### src/rtl/fetch_stage.sv
// Instruction-fetch stage with IF/ID pipeline register.
// Fetches over a req/ready handshake, absorbs decode stalls in a one-entry
// skid buffer and applies decode-stage redirects, dropping wrong-path words.
// Optional build macro: FETCH_STATS_EN adds stat_fetched / stat_bubbles.
//
// state   | meaning
// --------+-----------------------------------------------------------
// FETCH   | request outstanding at pc_F, IF/ID loads when data returns
// BUFFER  | word at pc_F parked in skid while decode is stalled
// DISCARD | wrong-path request still outstanding, target parked in target_r
module fetch_stage #(
    parameter logic [31:0] RESET_PC = 32'h0040_0000
) (
    input  logic        clock,
    input  logic        reset,
    input  logic        stall_D,
    input  logic        pc_src_D,
    input  logic [31:0] jump_address_D,
    output logic        imem_req,
    output logic [31:0] imem_addr,
    input  logic        imem_ready,
    input  logic [31:0] imem_data,
    output logic [31:0] instruction_D,
    output logic [31:0] pc_plus_four_D,
    output logic        valid_D,
    output logic [31:0] pc_F
`ifdef FETCH_STATS_EN
    ,
    output logic [31:0] stat_fetched,
    output logic [31:0] stat_bubbles
`endif
);

    typedef enum logic [1:0] {
        FETCH   = 2'd0,
        BUFFER  = 2'd1,
        DISCARD = 2'd2
    } state_t;

    state_t      state, state_nxt;
    logic [31:0] pc_nxt;
    logic [31:0] target_r, target_nxt;
    logic [31:0] skid, skid_nxt;
    logic        ifid_load;
    logic        ifid_valid;
    logic [31:0] ifid_instr;
    logic [31:0] ifid_pc4;
    logic        redirect;
    logic [31:0] target;
    logic [31:0] pc_inc;

    assign redirect  = pc_src_D & valid_D & ~stall_D;
    assign target    = {jump_address_D[31:2], 2'b00};
    assign pc_inc    = pc_F + 32'd4;
    assign imem_req  = ~reset & (state != BUFFER);
    assign imem_addr = pc_F;

    // Next-state, next-PC and IF/ID load decision; ifid_load with
    // ifid_valid=0 and zero payload is the bubble encoding.
    always_comb begin
        state_nxt  = state;
        pc_nxt     = pc_F;
        target_nxt = target_r;
        skid_nxt   = skid;
        ifid_load  = 1'b0;
        ifid_valid = 1'b0;
        ifid_instr = 32'h0;
        ifid_pc4   = 32'h0;
        case (state)
            FETCH: begin
                if (redirect) begin
                    ifid_load = 1'b1;
                    if (imem_ready) begin
                        pc_nxt = target;
                    end else begin
                        target_nxt = target;
                        state_nxt  = DISCARD;
                    end
                end else if (imem_ready && !stall_D) begin
                    ifid_load  = 1'b1;
                    ifid_valid = 1'b1;
                    ifid_instr = imem_data;
                    ifid_pc4   = pc_inc;
                    pc_nxt     = pc_inc;
                end else if (imem_ready) begin
                    skid_nxt  = imem_data;
                    state_nxt = BUFFER;
                end else if (!stall_D) begin
                    ifid_load = 1'b1;
                end
            end
            BUFFER: begin
                if (!stall_D) begin
                    state_nxt = FETCH;
                    ifid_load = 1'b1;
                    if (redirect) begin
                        pc_nxt   = target;
                        skid_nxt = 32'h0;
                    end else begin
                        ifid_valid = 1'b1;
                        ifid_instr = skid;
                        ifid_pc4   = pc_inc;
                        pc_nxt     = pc_inc;
                    end
                end
            end
            DISCARD: begin
                if (imem_ready) begin
                    pc_nxt    = target_r;
                    state_nxt = FETCH;
                end
                if (!stall_D) begin
                    ifid_load = 1'b1;
                end
            end
            default: state_nxt = FETCH;
        endcase
    end

    // State, PC, skid buffer and IF/ID register.
    always_ff @(posedge clock) begin
        if (reset) begin
            state          <= FETCH;
            pc_F           <= RESET_PC;
            target_r       <= 32'h0;
            skid           <= 32'h0;
            instruction_D  <= 32'h0;
            pc_plus_four_D <= 32'h0;
            valid_D        <= 1'b0;
        end else begin
            state    <= state_nxt;
            pc_F     <= pc_nxt;
            target_r <= target_nxt;
            skid     <= skid_nxt;
            if (ifid_load) begin
                instruction_D  <= ifid_instr;
                pc_plus_four_D <= ifid_pc4;
                valid_D        <= ifid_valid;
            end
        end
    end

`ifdef FETCH_STATS_EN
    // Count valid loads and bubble loads into IF/ID; both wrap.
    always_ff @(posedge clock) begin
        if (reset) begin
            stat_fetched <= 32'h0;
            stat_bubbles <= 32'h0;
        end else if (ifid_load) begin
            if (ifid_valid) begin
                stat_fetched <= stat_fetched + 32'd1;
            end else begin
                stat_bubbles <= stat_bubbles + 32'd1;
            end
        end
    end
`endif

endmodule

### config.mk
export PLATFORM = sky130hd
export DESIGN_NAME = fetch_stage
export DESIGN_NICKNAME = d
export VERILOG_FILES = /design/src/rtl/fetch_stage.sv
export SDC_FILE = /design/constraint.sdc
export NUM_CORES = 1
export LEC_CHECK = 0
export CORE_UTILIZATION = 49
export CTS_CLUSTER_DIAMETER = 80
export DETAILED_ROUTE_END_ITERATION = 8
export GPL_ROUTABILITY_DRIVEN = 1
export GPL_TIMING_DRIVEN = 1
export HOLD_SLACK_MARGIN = 0.06
export PLACE_DENSITY = 0.81
export RECOVER_POWER = 25
export SYNTH_ARGS = -nofsm -noshare
export SYNTH_HDL_FRONTEND = slang
export SYNTH_SLANG_ARGS = --single-unit
### constraint.sdc
create_clock -name clock -period 2.9 [get_ports clock]
set_input_delay 0.87 -clock clock [delete_from_list [all_inputs] [get_ports clock]]
set_output_delay 0.87 -clock clock [all_outputs]
set_load 0.01 [all_outputs]
==> results of run 1 <==
==> flip-flops by register name (all words and copies together) (netlist names) <==
name and count:
target_r 30, skid 32, imem_addr 30, state 2, pc_plus_four_D 31, valid_D 1, instruction_D 32
==> routing by layer <==
metal / GRT usage / up-vias
li1: - / 3538
met1: 0.3508 / 3560
met2: 0.4546 / 380
met3: 0.09091 / 44
met4: 0.1270 / 0
met5: 0 / -
==> cells in the final DEF (no fill, tap or decap), drive strengths merged, types with 4 or more instances in the layout <==
master / n
clkbuf: 22
xor2: 16
a211oi: 7
nand3: 17
o21ai: 41
nor4: 9
or3: 5
inv: 17
conb: 4
ha: 5
xnor2: 10
and2: 4
and3: 8
clkinvlp: 4
clkdlybuf4s50: 148
o32ai: 4
a22oi: 79
nor2: 121
dlygate4sd3: 43
dfxtp: 158
nand4: 16
a21oi: 53
nor3: 17
clkinv: 4
o221a: 4
buf: 34
o211ai: 7
a2bb2oi: 32
nand2: 127
==> path summary, 6_finish.rpt <==
check	startpoint	endpoint	slack, ns	depth (start not counted)
max	state[1]$_SDFFE_PP0P_	imem_req	0.1	4
min	pc_plus_four_D[17]$_SDFFE_PP0P_	pc_plus_four_D[17]$_SDFFE_PP0P_	0.44	2
max reg2reg	state[0]$_SDFFE_PP0P_	pc_plus_four_D[16]$_SDFFE_PP0P_	0.58	6
min reg2reg	pc_plus_four_D[17]$_SDFFE_PP0P_	pc_plus_four_D[17]$_SDFFE_PP0P_	0.44	2
==> power by group <==
part,internal (mW),leakage (nW),total (mW),switching (mW)
clock,1.30,0.281,2.26,0.960
combinational,0.426,2.11,0.885,0.459
sequential,2.25,1.28,2.34,0.0923
==> synth_stat cells, drive strengths merged (4+ instances only) <==
cell type    n
a211oi       7
a21oi       53
a22oi       79
a2bb2oi     32
and2         4
and3         8
buf         48
clkbuf      63
dfxtp      158
ha           5
inv         13
nand2      127
nand3       17
nand4       16
nor2       121
nor3        17
nor4         9
o211ai       7
o21ai       41
o221a        4
o32ai        4
or3          5
xnor2       10
xor2        16
==> cells by family (layout without fill, tap and decap cells) <==
logic type	count (synthesis)	in the layout	synth area share
AO/OA/AOI/OAI	261	261	0.2440
XOR/XNOR	26	26	0.03037
adder cells (fa/ha/maj)	5	5	0.008343
buffers and inverters	124	274	0.08109
flip-flops	158	158	0.4218
multiplexers	2	2	0.002670
other	1	6	0.0005001
AND/OR/NAND/NOR	345	345	0.2112
==> worst register-to-register path: stages, from the launching register on <==
cell	delay [ns]
sky130_fd_sc_hd__dfxtp_1	0.38
sky130_fd_sc_hd__inv_1	0.08
sky130_fd_sc_hd__ha_1	0.31
sky130_fd_sc_hd__o211ai_1	0.65
sky130_fd_sc_hd__nor3_2	0.11
sky130_fd_sc_hd__nand2_1	0.46
sky130_fd_sc_hd__o21ai_0	0.20
==> cell type report <==
class	count	area, µm²
fill	1218	4715
inverter	13	48.80
antenna	2	5.005
multi-input combinational	643	3751
timing repair buffer	229	2243
sequential	158	3163
clock inverter	14	158.9
clock buffer	18	439.2
tap	184	230.2
==> metrics by stage <==
stage               std cells  setup TNS [ns]
finish                   1261               0
floorplan                 925               0
CTS                      1259               0
global route             1261               0
global placement         1227               0
detailed placement       1227         -0.2198
==> results summary, run 1 <==
The post-route total power is 5.494 mW. The maximum number of pins on one net before global-route repair is 145. The most used flip-flop cell after synthesis is sky130_fd_sc_hd__dfxtp_1. The remaining antenna violation count after routing is 0. The fraction of synthesis flops using an asynchronous set or reset pin came out at 0.

The power density over cell area came out at around 550 nW/µm². The overall die width is 125.7 µm. The routed length on met3 is 2195 µm.

A synthesized cell averages about 8.1 µm². The average detailed-routed wire length per instance is ~18 µm. The tool flagged a number of max-cap violations equal to 0. Synthesis inferred roughly 160 register bits. Broken down by cell family, the worst path's largest delay share belongs to buffers and inverters. The min-delay analysis places its worst path in the category reg -> reg. For this block, the routed nets add up to 22,310 µm of wire. In the final layout, the share of cells above drive strength 1 is 0.08000.

The detailed route wirelength on metal2 is 10,420 µm. The die covers 15,800 µm². The cell area that synthesis handed to floorplanning was 7498 µm². For this run, the total global-route usage over all layers was measured as 0.2846. At the pin with the least slew margin, the transition time is between 0.7 and 0.8 ns. Across all hold checks on the routed design, the worst slack comes to 0.4400 ns.

Detailed routing inserted a total of 7,522 vias. The number of top-level pins came out at 199. The number of gates given a new drive strength after cts came out at 0. The final instance area came out at 10,040 µm². In the routed layout, each cell is associated on average with a via count of 5.965.

The area added between synthesis and finish came out at 33.89%. The clock tree skew after final layout is about 0.010 ns. Before CTS, the worst setup slack after placement is -0.05920 ns. The worst voltage drop across the vdd grid is 0.4731 mV.

The number of global-route vias before repair came to 7,002. The final-stage net count came out at 1,136. The final setup violation count came out at 0.

The initial antenna violation count is 2. The starting density of the core came out at 0.5082. The static leakage came out at 3.671 nW. STA classifies the critical path startpoint as a flip-flop. Once detailed placement completed, the half-perimeter wirelength came to 14,590 µm. The clock tree from TritonCTS is done.

The slowest stage cell on the critical path is sky130_fd_sc_hd__clkdlybuf4s50_1. The placed cell area is 9453 µm². The worst setup path is captured at a primary output. The number of hold-slack violations in the final timing report is 0. The critical path goes through inv_1 > ha_1 > nor2_1 > clkdlybuf4s50_1.

By area the synthesized netlist is led by sky130_fd_sc_hd__dfxtp_1, sky130_fd_sc_hd__a22oi_1, sky130_fd_sc_hd__nand2_1, sky130_fd_sc_hd__nor2_1, sky130_fd_sc_hd__a2bb2oi_1. For this run, the top clock speed supported by timing is ~0.36 GHz. The total clock buffers created by CTS came out at 17.

The final estimated routing congestion in global placement is between 0.8 and 0.9. The maximum cell stage delay along the critical path came out at 0.59 ns. The first-pass iteration count of the detailed router came out at 8. The first global-routing pass estimated between 30,000 and 40,000 µm of wire. The number of flops mapped to enable cells by yosys came out at 0. The total count of max-transition violations in the final report came out at 0. The number of cells produced by synthesis came out at 922. The clock tree synthesis step divided the H-tree into 4 levels. Measured on the finished design, the core utilization comes to 0.6805. The number of rows created at floorplan came out at 44. The leftover overflow at the end of global routing is 0. The number of distinct standard cells referenced by the synthesized netlist is 68. The total area inside the core boundary comes to about 15,000 µm². The post-CTS setup-driven buffer insertion count came out at 0. The highest layer used for signal routing is met4. The class of the most critical setup path is reg -> out.

The detailed router finished its first iteration with 741 violations. During synthesis, Yosys emitted a total of 0 warnings. The worst relative slew slack is 0.5134.

The clock period minus final worst setup slack came out at 2.805 ns. The count of port buffers added during placement came out at between 150 and 200. The die outline height is approximately 130 µm.

The run finished with clean final reports. The met1 layer wirelength in the final routing came out at 9095 µm. The area share of the leading cell type in the synthesized netlist came out at 0.4218. The final critical-path setup slack is 0.09532 ns. For the worst setup path, the data arrival time is 1.93 ns.

STA puts the critical path data required time at 2.03 ns. The cell taking the most area after synthesis is sky130_fd_sc_hd__dfxtp_1. The maximum buffer depth of the clock tree came out at 2. The tree built by TritonCTS fans out to 158 sinks. The clock insertion delay at the later pin of the skew report came out at approximately 0.43 ns.

The clock tree root buffer cell is sky130_fd_sc_hd__clkbuf_16. The number of buffers and inverters on the critical path came out at 2. The DRC violation count after routing came out at 0. The final period utilization came out at 0.9671.

The largest fanout on the critical path is 8. The number of buffers inserted by hold repair at cts came out at 0. The share of the Yosys chip area taken by registers is 0.4218.

After clock tree synthesis, the clock-pin slew on the worst setup and hold paths is 0.06 ns. Setup repair after global routing left no endpoint under its margin.
No activity file was read; power rests on OpenSTA's default activity.
==> run 2: changes to the inputs <==
--- a/config.mk
+++ b/config.mk
@@ -13,6 +13,8 @@
 export HOLD_SLACK_MARGIN = 0.06
 export PLACE_DENSITY = 0.81
 export RECOVER_POWER = 25
+export SETUP_SLACK_MARGIN = 0.15
 export SYNTH_ARGS = -nofsm -noshare
 export SYNTH_HDL_FRONTEND = slang
 export SYNTH_SLANG_ARGS = --single-unit
+export TNS_END_PERCENT = 30
==> run 2 against run 1 <==
Worst hold slack better by 0.00091 ns. Flip-flop and latch count unchanged. Die area did not move. Combinational power about the same.
==> results summary, run 2 (synthesis results as in run 1) <==
The detailed router's first-iteration violation count was 752 (was 741). The clock tree skew after final layout is 0.01161 ns (was 0.01048 ns). The placed cell area came out at 9453 µm² (unchanged).

The leftover overflow at the end of global routing came out at 0 (unchanged). The clock tree from TritonCTS was done (unchanged). The count of port buffers added during placement came out at 192 (unchanged).

The kind of start point of the critical path is an input pin (was flip-flop). The class of the most critical setup path was in -> reg (was reg -> out). The via count normalized by instance count was 5.969 (was 5.965). The number of standard cells in the final layout excluding fillers is 1,260 (was 1,261). The area added between synthesis and finish came out at 33.76% (was 33.89%). The final period utilization came out at 0.8923 (was 0.9671).

The classification of the worst-slack hold path is reg -> reg (unchanged). The first-pass GRT wire length was 35,860 µm (unchanged). The clock tree root buffer cell is sky130_fd_sc_hd__clkbuf_16 (unchanged). The area of the die came out at 15,800 µm² (unchanged). The most common cell after layout, fill and taps aside is sky130_fd_sc_hd__dfxtp_1 (unchanged).

The number of hold-slack violations in the final timing report is 0 (unchanged). The starting density of the core is 0.5082 (unchanged). The worst relative slew slack came out at 0.5111 (was 0.5134).

The average detailed-routed wire length per instance is 17.71 µm (was 17.69 µm). The number of maximum-capacitance violations is 0 (unchanged). The power density over cell area is 547.6 nW/µm² (was 547.2 nW/µm²). The DRC violation count after routing was 0 (unchanged). The share of layout cells above drive strength 1 came out at 0.08093 (was 0.08000). The slew at the pin closest to its max-slew limit was 0.7334 ns (was 0.7267 ns). The cell count after placement was 1,227 (unchanged). The number of global-route vias before repair is 7,002 (unchanged).

The clock period minus final worst setup slack came out at 2.588 ns (was 2.805 ns). The total number of vias is 7,521 (was 7,522). The maximum number of pins on one net before global-route repair was 145 (unchanged). The clock insertion delay at the later pin of the skew report came out at 0.44 ns (was 0.43 ns). The estimated wirelength of the detail-placed design is 14,590 µm (unchanged). The static leakage is 3.675 nW (was 3.671 nW). The overall die width is 125.7 µm (unchanged). The maximum level of the CTS H-tree came out at 4 (unchanged). The pre-CTS worst setup slack is -0.05920 ns (unchanged). The final critical-path setup slack is 0.3123 ns (was 0.09532 ns). The core box area was 14,750 µm² (unchanged).

The remaining antenna violation count after routing is 0 (unchanged). The final-stage net count came to 1,136 (unchanged). The number of rows created at floorplan is 44 (unchanged). RSZ-0062 raised after global routing: false (unchanged). The critical path arrival is 2.94 ns (was 1.93 ns). The total count of max-transition violations in the final report was 0 (unchanged).

The utilization of the core after routing came to 0.6798 (was 0.6805). The worst voltage drop across the vdd grid came out at 0.4743 mV (was 0.4731 mV). The highest layer used for signal routing is met4 (unchanged).

The setup total negative slack was 0 ns (unchanged). The final estimated routing congestion in global placement is 0.8427 (unchanged). The element type at the critical path end is a flip-flop (was primary output). The number of top-level pins came to 199 (unchanged). The clock-pin slew reported for the worst setup and hold paths after clock tree synthesis is 0.06 ns (about the same). The routed length on met3 came to 2298 µm (was 2195 µm). The wire length reported by the detailed router came out at 22,310 µm (about the same). The met1 layer wirelength in the final routing is 8913 µm (was 9095 µm). The global routing usage summed across all routing layers is 0.2846 (unchanged). The die outline height came out at 125.7 µm (unchanged). The number of gates given a new drive strength after cts came out at 1 (was 0). The launch point of the worst path is imem_ready (was state[1]$_SDFFE_PP0P_). The number of clock sinks is 158 (unchanged).

The detailed route wirelength on metal2 came out at 10,430 µm (was 10,420 µm). The largest fanout on the critical path came out at 30 (was 8). Most used cells in the layout excluding fill and tap cells: sky130_fd_sc_hd__dfxtp_1, sky130_fd_sc_hd__clkdlybuf4s50_1, sky130_fd_sc_hd__nand2_1 (unchanged). The first-pass iteration count of the detailed router came out at 7 (was 8). Run status: completed (unchanged). The number of buffers inserted by hold repair at cts came out at 0 (unchanged). The highest attainable clock frequency is 0.3864 GHz (was 0.3565 GHz).

The launch instance of the worst min-delay path is pc_plus_four_D[17]$_SDFFE_PP0P_ (unchanged). Largest registers in the final layout: instruction_D (32), skid (32), pc_plus_four_D (31) (unchanged). The start of the worst register-to-register path is state[0]$_SDFFE_PP0P_ (unchanged). The final instance area is 10,030 µm² (was 10,040 µm²). The initial antenna violation count is 1 (was 2). The required time of the critical path is 3.25 ns (was 2.03 ns). The total clock buffers created by CTS was 17 (unchanged).

The maximum buffer depth of the clock tree is 2 (unchanged). The post-CTS setup-driven buffer insertion count is 0 (unchanged). The final setup violation count is 0 (unchanged).
-- run 2: cell types whose count changed in the layout (fill, tap and decap cells not counted), sizes merged --
cell,previous run,this run
buf,34,35
clkbuf,22,21
diode,2,1
dlygate4sd2,0,1
dlygate4sd3,43,42
-- run 2: layout make-up --
cell class,count,area [µm²]
multi-input cells,643,3751
well taps,184,230.2
fillers,1218,4725
repair buffers,229,2236
diodes,1,2.502
flip-flops and latches,158,3163
inverters,13,48.80
clock inverters,14,158.9
clock buffers,18,439.2
-- run 2: layer usage --
metal | track usage | vias up
met4 | 0.1270 | 0
li1 | - | 3539
met5 | 0 | -
met2 | 0.4546 | 385
met1 | 0.3508 | 3539
met3 | 0.09091 | 58
-- run 2: path summary, 6_finish.rpt --
kind                                                   endpoint  slack (ns)  cells past startpoint
worst max-delay path                   target_r[5]$_SDFFE_PP0P_        0.31                      7
worst min-delay path            pc_plus_four_D[17]$_SDFFE_PP0P_        0.44                      2
worst max register to register  pc_plus_four_D[16]$_SDFFE_PP0P_        0.58                      6
worst min register to register  pc_plus_four_D[17]$_SDFFE_PP0P_        0.44                      2
-- run 2: worst max-delay path: stages --
cell and delay, ns:
sky130_fd_sc_hd__dlygate4sd3_1 0.56, sky130_fd_sc_hd__clkbuf_1 0.17, sky130_fd_sc_hd__nor2b_1 0.27, sky130_fd_sc_hd__and2_0 0.17
sky130_fd_sc_hd__clkbuf_2 0.58, sky130_fd_sc_hd__nand2_1 0.13, sky130_fd_sc_hd__a21oi_1 0.17
-- run 2: power by group --
| group | total [mW] | switching, mW | internal (mW) |
|---|---|---|---|
| clock network | 2.26 | 0.959 | 1.30 |
| logic | 0.885 | 0.460 | 0.425 |
| registers | 2.34 | 0.0920 | 2.25 |
-- run 2: through the flow --
step           total power, mW  hold WS [ns]
2_1_floorplan            2.875        0.4317
3_3_place_gp             3.254        0.4339
3_5_place_dp             3.269        0.4404
4_1_cts                  5.512        0.4477
5_1_grt                  5.685        0.4708
6_report                 5.493        0.4409
==> run 3: changes to the inputs <==
--- a/config.mk
+++ b/config.mk
@@ -7,6 +7,7 @@
 export LEC_CHECK = 0
 export CORE_UTILIZATION = 49
 export CTS_CLUSTER_DIAMETER = 80
+export CTS_CLUSTER_SIZE = 40
 export DETAILED_ROUTE_END_ITERATION = 8
 export GPL_ROUTABILITY_DRIVEN = 1
 export GPL_TIMING_DRIVEN = 1
@@ -14,6 +15,7 @@
 export PLACE_DENSITY = 0.81
 export RECOVER_POWER = 25
 export SETUP_SLACK_MARGIN = 0.15
+export SKIP_LAST_GASP = 1
 export SYNTH_ARGS = -nofsm -noshare
 export SYNTH_HDL_FRONTEND = slang
 export SYNTH_SLANG_ARGS = --single-unit
==> results of run 3 <==
No change in the layout: final DEF, timing and power equal those of run 2.
